<file path="src/rtl/fetch_ctrl.sv">
// Purpose: RV32 instruction-fetch sequencer. Owns the PC and keeps one imem transaction in flight.
// Latency: request at T, response at T+1, instruction to decode at T+2. Next request at T+3.
// Backpressure: the request is held with a stable address until imem_req_ready; the instruction is held until inst_ready.
module fetch_ctrl #(
   parameter int              XLEN     = 32,
   parameter logic [XLEN-1:0] RESET_PC = '0
) (
   input  logic            clk,
   input  logic            rstl,
   output logic            imem_req_valid,
   input  logic            imem_req_ready,
   output logic [XLEN-1:0] imem_req_addr,
   input  logic            imem_rsp_valid,
   input  logic [31:0]     imem_rsp_data,
   input  logic            imem_rsp_err,
   output logic            inst_valid,
   input  logic            inst_ready,
   output logic [31:0]     inst,
   output logic [XLEN-1:0] inst_pc,
   input  logic            redirect_valid,
   input  logic [XLEN-1:0] redirect_pc,
   output logic            fault,
   output logic [XLEN-1:0] fault_pc,
   output logic [31:0]     fetch_count
);

   typedef enum logic [1:0] {S_REQ = 2'd0, S_WAIT = 2'd1, S_HOLD = 2'd2, S_FAULT = 2'd3} state_t;

   state_t          r_state;
   state_t          w_state_nxt;
   logic            r_in_rst;      // set while rstl is sampled low; keeps the request invisible during reset
   logic            r_kill;        // the outstanding response belongs to a redirected-away path
   logic            w_kill_nxt;
   logic [XLEN-1:0] r_pc;
   logic [XLEN-1:0] w_pc_nxt;
   logic [XLEN-1:0] r_addr;        // address on the bus; frozen while a request is presented
   logic [31:0]     r_inst;
   logic [XLEN-1:0] r_inst_pc;
   logic            r_fault;
   logic [XLEN-1:0] r_fault_pc;
   logic [31:0]     r_fetch_count;

   logic            w_misal;
   logic            w_req_fire;
   logic            w_rsp_good;
   logic            w_take;

   assign w_misal    = redirect_valid && (redirect_pc[1:0] != 2'b00);
   assign w_req_fire = imem_req_valid && imem_req_ready;
   // A response is only useful if it was not killed and is not being redirected away this cycle.
   assign w_rsp_good = (r_state == S_WAIT) && imem_rsp_valid && !r_kill && !redirect_valid;
   // A decode handshake coinciding with a redirect does not count.
   assign w_take     = (r_state == S_HOLD) && inst_ready && !redirect_valid;

   assign w_pc_nxt = redirect_valid ? redirect_pc
                   : w_take         ? r_pc + XLEN'(4)
                   :                  r_pc;

   // State and kill flag register.
   always_ff @(posedge clk) begin
      if (!rstl) begin
         r_state  <= S_REQ;
         r_kill   <= 1'b0;
         r_in_rst <= 1'b1;
      end else begin
         r_state  <= w_state_nxt;
         r_kill   <= w_kill_nxt;
         r_in_rst <= 1'b0;
      end
   end

   // Next-state and kill decisions; a misaligned redirect overrides everything.
   always_comb begin
      w_state_nxt = r_state;
      w_kill_nxt  = r_kill;
      case (r_state)
         S_REQ: begin
            if (w_req_fire)
               w_state_nxt = S_WAIT;
            // Only a request already on the bus is stale; otherwise the new address goes out directly.
            if (redirect_valid && imem_req_valid)
               w_kill_nxt = 1'b1;
         end
         S_WAIT: begin
            if (imem_rsp_valid) begin
               w_kill_nxt = 1'b0;
               if (r_kill || redirect_valid)
                  w_state_nxt = S_REQ;
               else if (imem_rsp_err)
                  w_state_nxt = S_FAULT;
               else
                  w_state_nxt = S_HOLD;
            end else if (redirect_valid) begin
               w_kill_nxt = 1'b1;
            end
         end
         S_HOLD: begin
            if (redirect_valid || inst_ready)
               w_state_nxt = S_REQ;
         end
         S_FAULT: begin
            if (redirect_valid)
               w_state_nxt = S_REQ;
         end
         default: w_state_nxt = S_REQ;
      endcase
      if (w_misal) begin
         w_state_nxt = S_FAULT;
         w_kill_nxt  = 1'b0;
      end
   end

   // Handshake outputs decoded from registered state only.
   always_comb begin
      imem_req_valid = (r_state == S_REQ) && !r_in_rst;
      inst_valid     = (r_state == S_HOLD);
   end

   // PC, bus address, instruction holding, fault and delivery counter.
   always_ff @(posedge clk) begin
      if (!rstl) begin
         r_pc          <= RESET_PC;
         r_addr        <= RESET_PC;
         r_inst        <= '0;
         r_inst_pc     <= '0;
         r_fault       <= 1'b0;
         r_fault_pc    <= '0;
         r_fetch_count <= '0;
      end else begin
         r_pc <= w_pc_nxt;
         if (!imem_req_valid)
            r_addr <= w_pc_nxt;
         if (w_rsp_good && !imem_rsp_err) begin
            r_inst    <= imem_rsp_data;
            r_inst_pc <= r_pc;
         end
         if (w_take)
            r_fetch_count <= r_fetch_count + 32'd1;
         if (w_misal) begin
            r_fault    <= 1'b1;
            r_fault_pc <= redirect_pc;
         end else if (w_rsp_good && imem_rsp_err) begin
            r_fault    <= 1'b1;
            r_fault_pc <= r_pc;
         end else if ((r_state == S_FAULT) && redirect_valid) begin
            r_fault    <= 1'b0;
         end
      end
   end

   assign imem_req_addr = r_addr;
   assign inst          = r_inst;
   assign inst_pc       = r_inst_pc;
   assign fault         = r_fault;
   assign fault_pc      = r_fault_pc;
   assign fetch_count   = r_fetch_count;

endmodule

</file>
<file path="config.mk">
export PLATFORM = sky130hd
export DESIGN_NAME = fetch_ctrl
export DESIGN_NICKNAME = d
export VERILOG_FILES = /design/src/rtl/fetch_ctrl.sv
export SDC_FILE = /design/constraint.sdc
export NUM_CORES = 1
export LEC_CHECK = 0
export ABC_AREA = 0
export BUFFER_PORTS_ARGS = -buffer_cell sky130_fd_sc_hd__buf_4
export CAP_MARGIN = 20
export CORE_ASPECT_RATIO = 1.5
export CORE_MARGIN = 2
export CORE_UTILIZATION = 58
export CTS_BUF_LIST = sky130_fd_sc_hd__clkbuf_8
export CTS_CLUSTER_DIAMETER = 50
export DETAILED_ROUTE_END_ITERATION = 8
export PLACE_DENSITY = 0.94
export SLEW_MARGIN = 20
export SYNTH_ARGS = -nofsm -noshare
export SYNTH_HDL_FRONTEND = slang
export SYNTH_SLANG_ARGS = --single-unit
</file>
<file path="constraint.sdc">
create_clock -name clk -period 5.6 [get_ports clk]
set_input_delay 0.28 -clock clk [delete_from_list [all_inputs] [get_ports clk]]
set_output_delay 0.28 -clock clk [all_outputs]
set_load 0.05 [all_outputs]
</file>
* Yosys cells after proc, flatten, opt, wreduce, memory -nomap -nowiden
Index checks and enable logic that the tools add are counted.
Word-level totals: logic and storage cells 68, register bits 197, output and inout port bits 163, input bits 71
Operators by class: eq/ne operators 9, bitwise logic cells 1, muxes and demuxes 20, add/sub/neg operators 2, reductions and logical operators 26
Operator list (count):
- $mux W32 | 4
- $add A32 B1 Y32 const B | 1
- $add A32 B3 Y32 const B | 1
- $logic_and A1 B1 Y1 | 12
- $mux W2 | 6
- $ne A3 B3 Y1 const B | 4
- $mux W1 | 8
- $pmux W2 S4 | 1
- $reduce_bool A2 Y1 | 3
- $eq A2 B2 Y1 const B | 2
- $logic_not A1 Y1 | 4
- $reduce_and A4 Y1 | 1
- $ne A3 B1 Y1 const B | 1
- $reduce_and A3 Y1 | 1
- $reduce_bool A3 Y1 | 1
- $eq A2 B1 Y1 const B | 1
- $logic_not A2 Y1 | 1
- $logic_or A1 B1 Y1 | 2
- $ne A2 B2 Y1 const B | 1
- $pmux W1 S2 | 1
- $reduce_or A2 Y1 | 1
- $not A1 Y1 | 1

* Longest topological paths before layout
word-level depth 7, mapped depth 8, depth with buffers taken out 6

* Worst setup path after synthesis
OpenSTA, ideal clock, no wires.
path type register -> register, from reg r_fetch_count[0] (netlist: fetch_count[0]), to reg r_fetch_count[28] (netlist: fetch_count[28]), setup time 0.072 ns, path slack 3.387 ns, arrival time 2.142 ns, stages on the path, launching flop included 7, clock period less this slack 2.213 ns, cell sequence dfxtp_1 -> ha_1 -> and2_1 -> nand4_1 -> nor3_1 -> and3_1 -> mux2i_1
Between the ends: longest elaborated chain between the ends 1
RTL lines:
- start: declaration | RTL line 41 | logic [31:0] r_fetch_count;
- start signal: assignment | RTL line 138 | r_fetch_count <= r_fetch_count + 32'd1;
- $add A32 B1 Y32 | RTL line 138
Every way passes these cells. A chain may end at the register's enable or synchronous reset.

* Worst setup path after layout
from reg r_state[0], to out imem_req_valid
Between the ends: longest elaborated chain between the ends 2
RTL lines:
- start: declaration | RTL line 29 | state_t r_state;
- start signal: assignment | RTL line 66 | r_state <= w_state_nxt;
- $logic_not A2 Y1 | RTL line 115 | imem_req_valid = (r_state == S_REQ) && !r_in_rst;
- $logic_and A1 B1 Y1 | RTL line 115
- end: declaration | RTL line 10 | output logic imem_req_valid,
Every way passes these cells.

==> results.txt <==
----------------------------------------------------
[Synth]
  Number of synthesized flops with an enable pin ... 0
  Number of distinct library cells after synthesis ... between 50 and 60
  Synth area leader ... sky130_fd_sc_hd__dfxtp_1
  Synthesis Warnings ... 0
  Fraction of synthesized cell area taken by the top area cell type ... 0.476
  Leading register cell type out of synthesis ... sky130_fd_sc_hd__dfxtp_1
  Fraction of synthesis flops using an asynchronous set or reset pin ... 0
  Synthesized area ... between 8000 and 9000 um2
  Leading post-synthesis cells by cell area ... sky130_fd_sc_hd__dfxtp_1, sky130_fd_sc_hd__nand2_1, sky130_fd_sc_hd__a21oi_1
  Synth Instances ... between 1000 and 1500
  Net count of the mapped netlist ... about 1100
  Sequential fraction of the synthesis area ... 0.476
  Register bit count reported by yosys ... about 200
  Syn avg cell area ... slightly above 8 um2

[Floorplan]
  Overall die height ... approximately 150 um
  I/O pins ... between 200 and 250
  Die area ... ~15000 um2
  Core Region ... around 14000 um2
  Floorplan die width ... between 100 and 150 um
  Standard-cell rows ... 53
  Initial core utilization ... 0.592

[Power]
  Net switching fraction of the power ... 0.313
  Internal power component ... about 2000 uW
  Switching pwr ... 907 uW
  Worst vdd rail ir drop ... between 0.00015 and 0.0002 V
  Sequential power share ... 0.525
  Clock share of power ... 0.311
  Power per standard cell area ... between 200 and 300 nW/um2
  Combinational group share of total power ... 0.164
  Power after layout ... roughly 2900 uW
  LEAKAGE ... between 0.004 and 0.005 uW

[Setup path]
  Required time at the worst-slack endpoint ... around 5.3 ns
  Startpoint type of the worst setup path ... register
  Setup CP Type ... reg2out
  Critical path peak fanout ... 31
  Arrival time worst endpoint ... between 2 and 2.5 ns
  CP endpoint kind ... primary output

[Timing]
  Max Clock Skew ... between 0.015 and 0.02 ns
  Number of pins exceeding their max-slew limit in the final report ... 0
  Worst Max-Slew Pin Slew ... just under 1 ns
  Unrepaired setup endpoints after global routing ... false
  Final hold violations ... 0
  Achievable frequency ... ~370 MHz
  Tcrit/Tclk final ... 0.485
  Final setup viols ... 0
  Final setup TNS ... 0 ns
  Max-Slew Margin vs Limit ... 0.354
  Min Tclk post-route ... about 2.7 ns

[Layout]
  Layout cells sized above 1 ... 0.247
  Final Net Count ... between 1000 and 1500
  Filler Cells Inserted ... around 1100
  Area Overhead vs Synth ... 25.2%
  Commonest cells after routing, fill and taps aside ... sky130_fd_sc_hd__buf_4, sky130_fd_sc_hd__nand2_1, sky130_fd_sc_hd__dfxtp_1, sky130_fd_sc_hd__nor2_1, sky130_fd_sc_hd__a21oi_1
  Most common library cell in the layout ignoring fill and taps ... sky130_fd_sc_hd__buf_4
  ANT cells ... 0
  Core occupancy in the finished layout ... 0.741
  Final Instance Area ... approximately 10000 um2

[Worst hold path]
  Kind of path behind the tightest hold check ... in2reg

[Clock tree]
  CTS buffer count ... 17
  Worst-path clk slew ... 0.11 ns
  Clock latency reported for the late side of the worst-skew pair ... 0.46 ns
  Clock Sinks ... roughly 200
  Clock Path Buffers ... 2
  Htree depth ... 4
  TritonCTS clock tree ... built
  Clk Tree Root Cell ... sky130_fd_sc_hd__clkbuf_8
  Hold Buf Count CTS ... 0
  Count of buffers added by post-CTS timing repair for setup ... 0
  Count of cells resized by post-cts repair ... 0

[Global route]
  Vias in the first global route ... ~7500
  Total grt overflow ... 0
  Overall global routing resource usage ... 0.291
  Antenna violations before repair ... 0
  Global-route wire length before repair ... 35.5 mm
  Maximum number of pins on one net before global-route repair ... 98

[Flow run]
  Number of max-capacitance violations reported ... 0

[Status]
  Status ... finished, final reports clean

[Detailed routing]
  Wirelength per Cell ... 16.4 um
  Number of DRC markers after the initial detailed-route iteration ... 491
  Vias ... about 8000
  Total Routed Length ... 22.9 mm
  Routed vias/inst ... ~5.7
  Residual DRC count ... 0
  Drt pass-1 iters ... 5
  Post-route antenna net violation count ... 0

[Place]
  Port-buffer cells ... 233
  Placer Congestion ... around 0.85
  Placed cell areas ... between 9000 and 10000 um2
  Estimated wirelength of the detail-placed design ... about 16 mm

----------------------------------------------------
-- worst paths after layout --
| path | from | end | slack (ns) | depth (start not counted) |
|---|---|---|---|---|
| worst max-delay path | r_state[0] | imem_req_valid | 2.89 | 5 |
| worst min-delay path | imem_rsp_data[21] | inst[21] | 0.05 | 3 |
| worst max register to register | r_state[1] | fetch_count[28] | 3.05 | 5 |
| worst min register to register | imem_req_addr[4] | imem_req_addr[4] | 0.45 | 2 |
-- synthesized netlist by cell type, drive strengths merged (6+ instances only) --
| cell type | count |
|---|---|
| clkbuf | 62 |
| a21oi | 85 |
| nor2 | 92 |
| inv | 11 |
| nand2 | 241 |
| and4 | 8 |
| buf | 15 |
| and3 | 11 |
| o21ai | 29 |
| nor4 | 16 |
| a311oi | 32 |
| nand3 | 39 |
| o31ai | 22 |
| xnor2 | 15 |
| mux2i | 15 |
| nand2b | 17 |
| xor2 | 9 |
| nor3 | 19 |
| dfxtp | 197 |
| a211oi | 6 |
| o31a | 8 |
| and2 | 7 |
| nand4 | 19 |
| a31o | 7 |
| or3 | 6 |
-- metrics by stage --
stage / setup slack (ns) / std cells / hold WS [ns]
finish: 2.89 / 1401 / 0.0542
detailed placement: 2.35 / 1370 / 0.446
floorplan: 3.39 / 1016 / 0.416
CTS: 2.85 / 1401 / 0.0321
global route: 2.75 / 1401 / 0.0339
global placement: 2.54 / 1370 / 0.440
-- sequential cells by signal (all words and copies together) (netlist names) --
name	flops
fault	1
r_state	2
fetch_count	32
inst	32
r_in_rst	1
fault_pc	32
imem_req_addr	32
r_kill	1
inst_pc	32
r_pc	32
-- final cells by class --
class / instances / area, um2 / area share
clock buffer: 18 / 248 / 0.0239
clock inverter: 13 / 141 / 0.0136
inverter: 12 / 47.5 / 0.00458
multi-input combinational: 730 / 3960 / 0.382
sequential: 197 / 3940 / 0.380
tap: 192 / 240 / 0.0232
timing repair buffer: 239 / 1790 / 0.173
-- power by group through the flow --
| stage | Sequential, uW | Clock, uW | Combinational [uW] |
|---|---|---|---|
| final | 1520 | 902 | 475 |
| after CTS | 1520 | 913 | 474 |
| after detailed placement | 1550 | 0 | 473 |
| after floorplan | 1680 | 0 | 175 |
| after global placement | 1550 | 0 | 464 |
| after global routing | 1530 | 966 | 503 |
-- worst max-delay path, stage by stage, from the launching register on --
cell	delay [ns]
sky130_fd_sc_hd__dfxtp_1	0.42
sky130_fd_sc_hd__nor2_1	0.22
sky130_fd_sc_hd__nand2_2	0.29
sky130_fd_sc_hd__inv_1	0.37
sky130_fd_sc_hd__buf_4	0.40
sky130_fd_sc_hd__buf_4	0.27
-- layer usage --
metal,vias to the layer above,GRT usage,part of all wire
li1,3878,-,-
met4,0,0.133,0.033
met2,373,0.518,0.52
met5,-,0,0
met1,3725,0.336,0.37
met3,66,0.0487,0.069
-- cell families after synthesis --
| group | after synthesis | synth area share |
|---|---|---|
| AOI/OAI and AO/OA | 201 | 0.157 |
| xor gates and xnor gates | 24 | 0.0254 |
| adders and majority gates | 2 | 0.00302 |
| buffers and inverters | 89 | 0.0492 |
| DFF | 197 | 0.476 |
| muxes | 16 | 0.0195 |
| and+or+nand+nor | 487 | 0.270 |
Power figures use the tool's default switching activity.
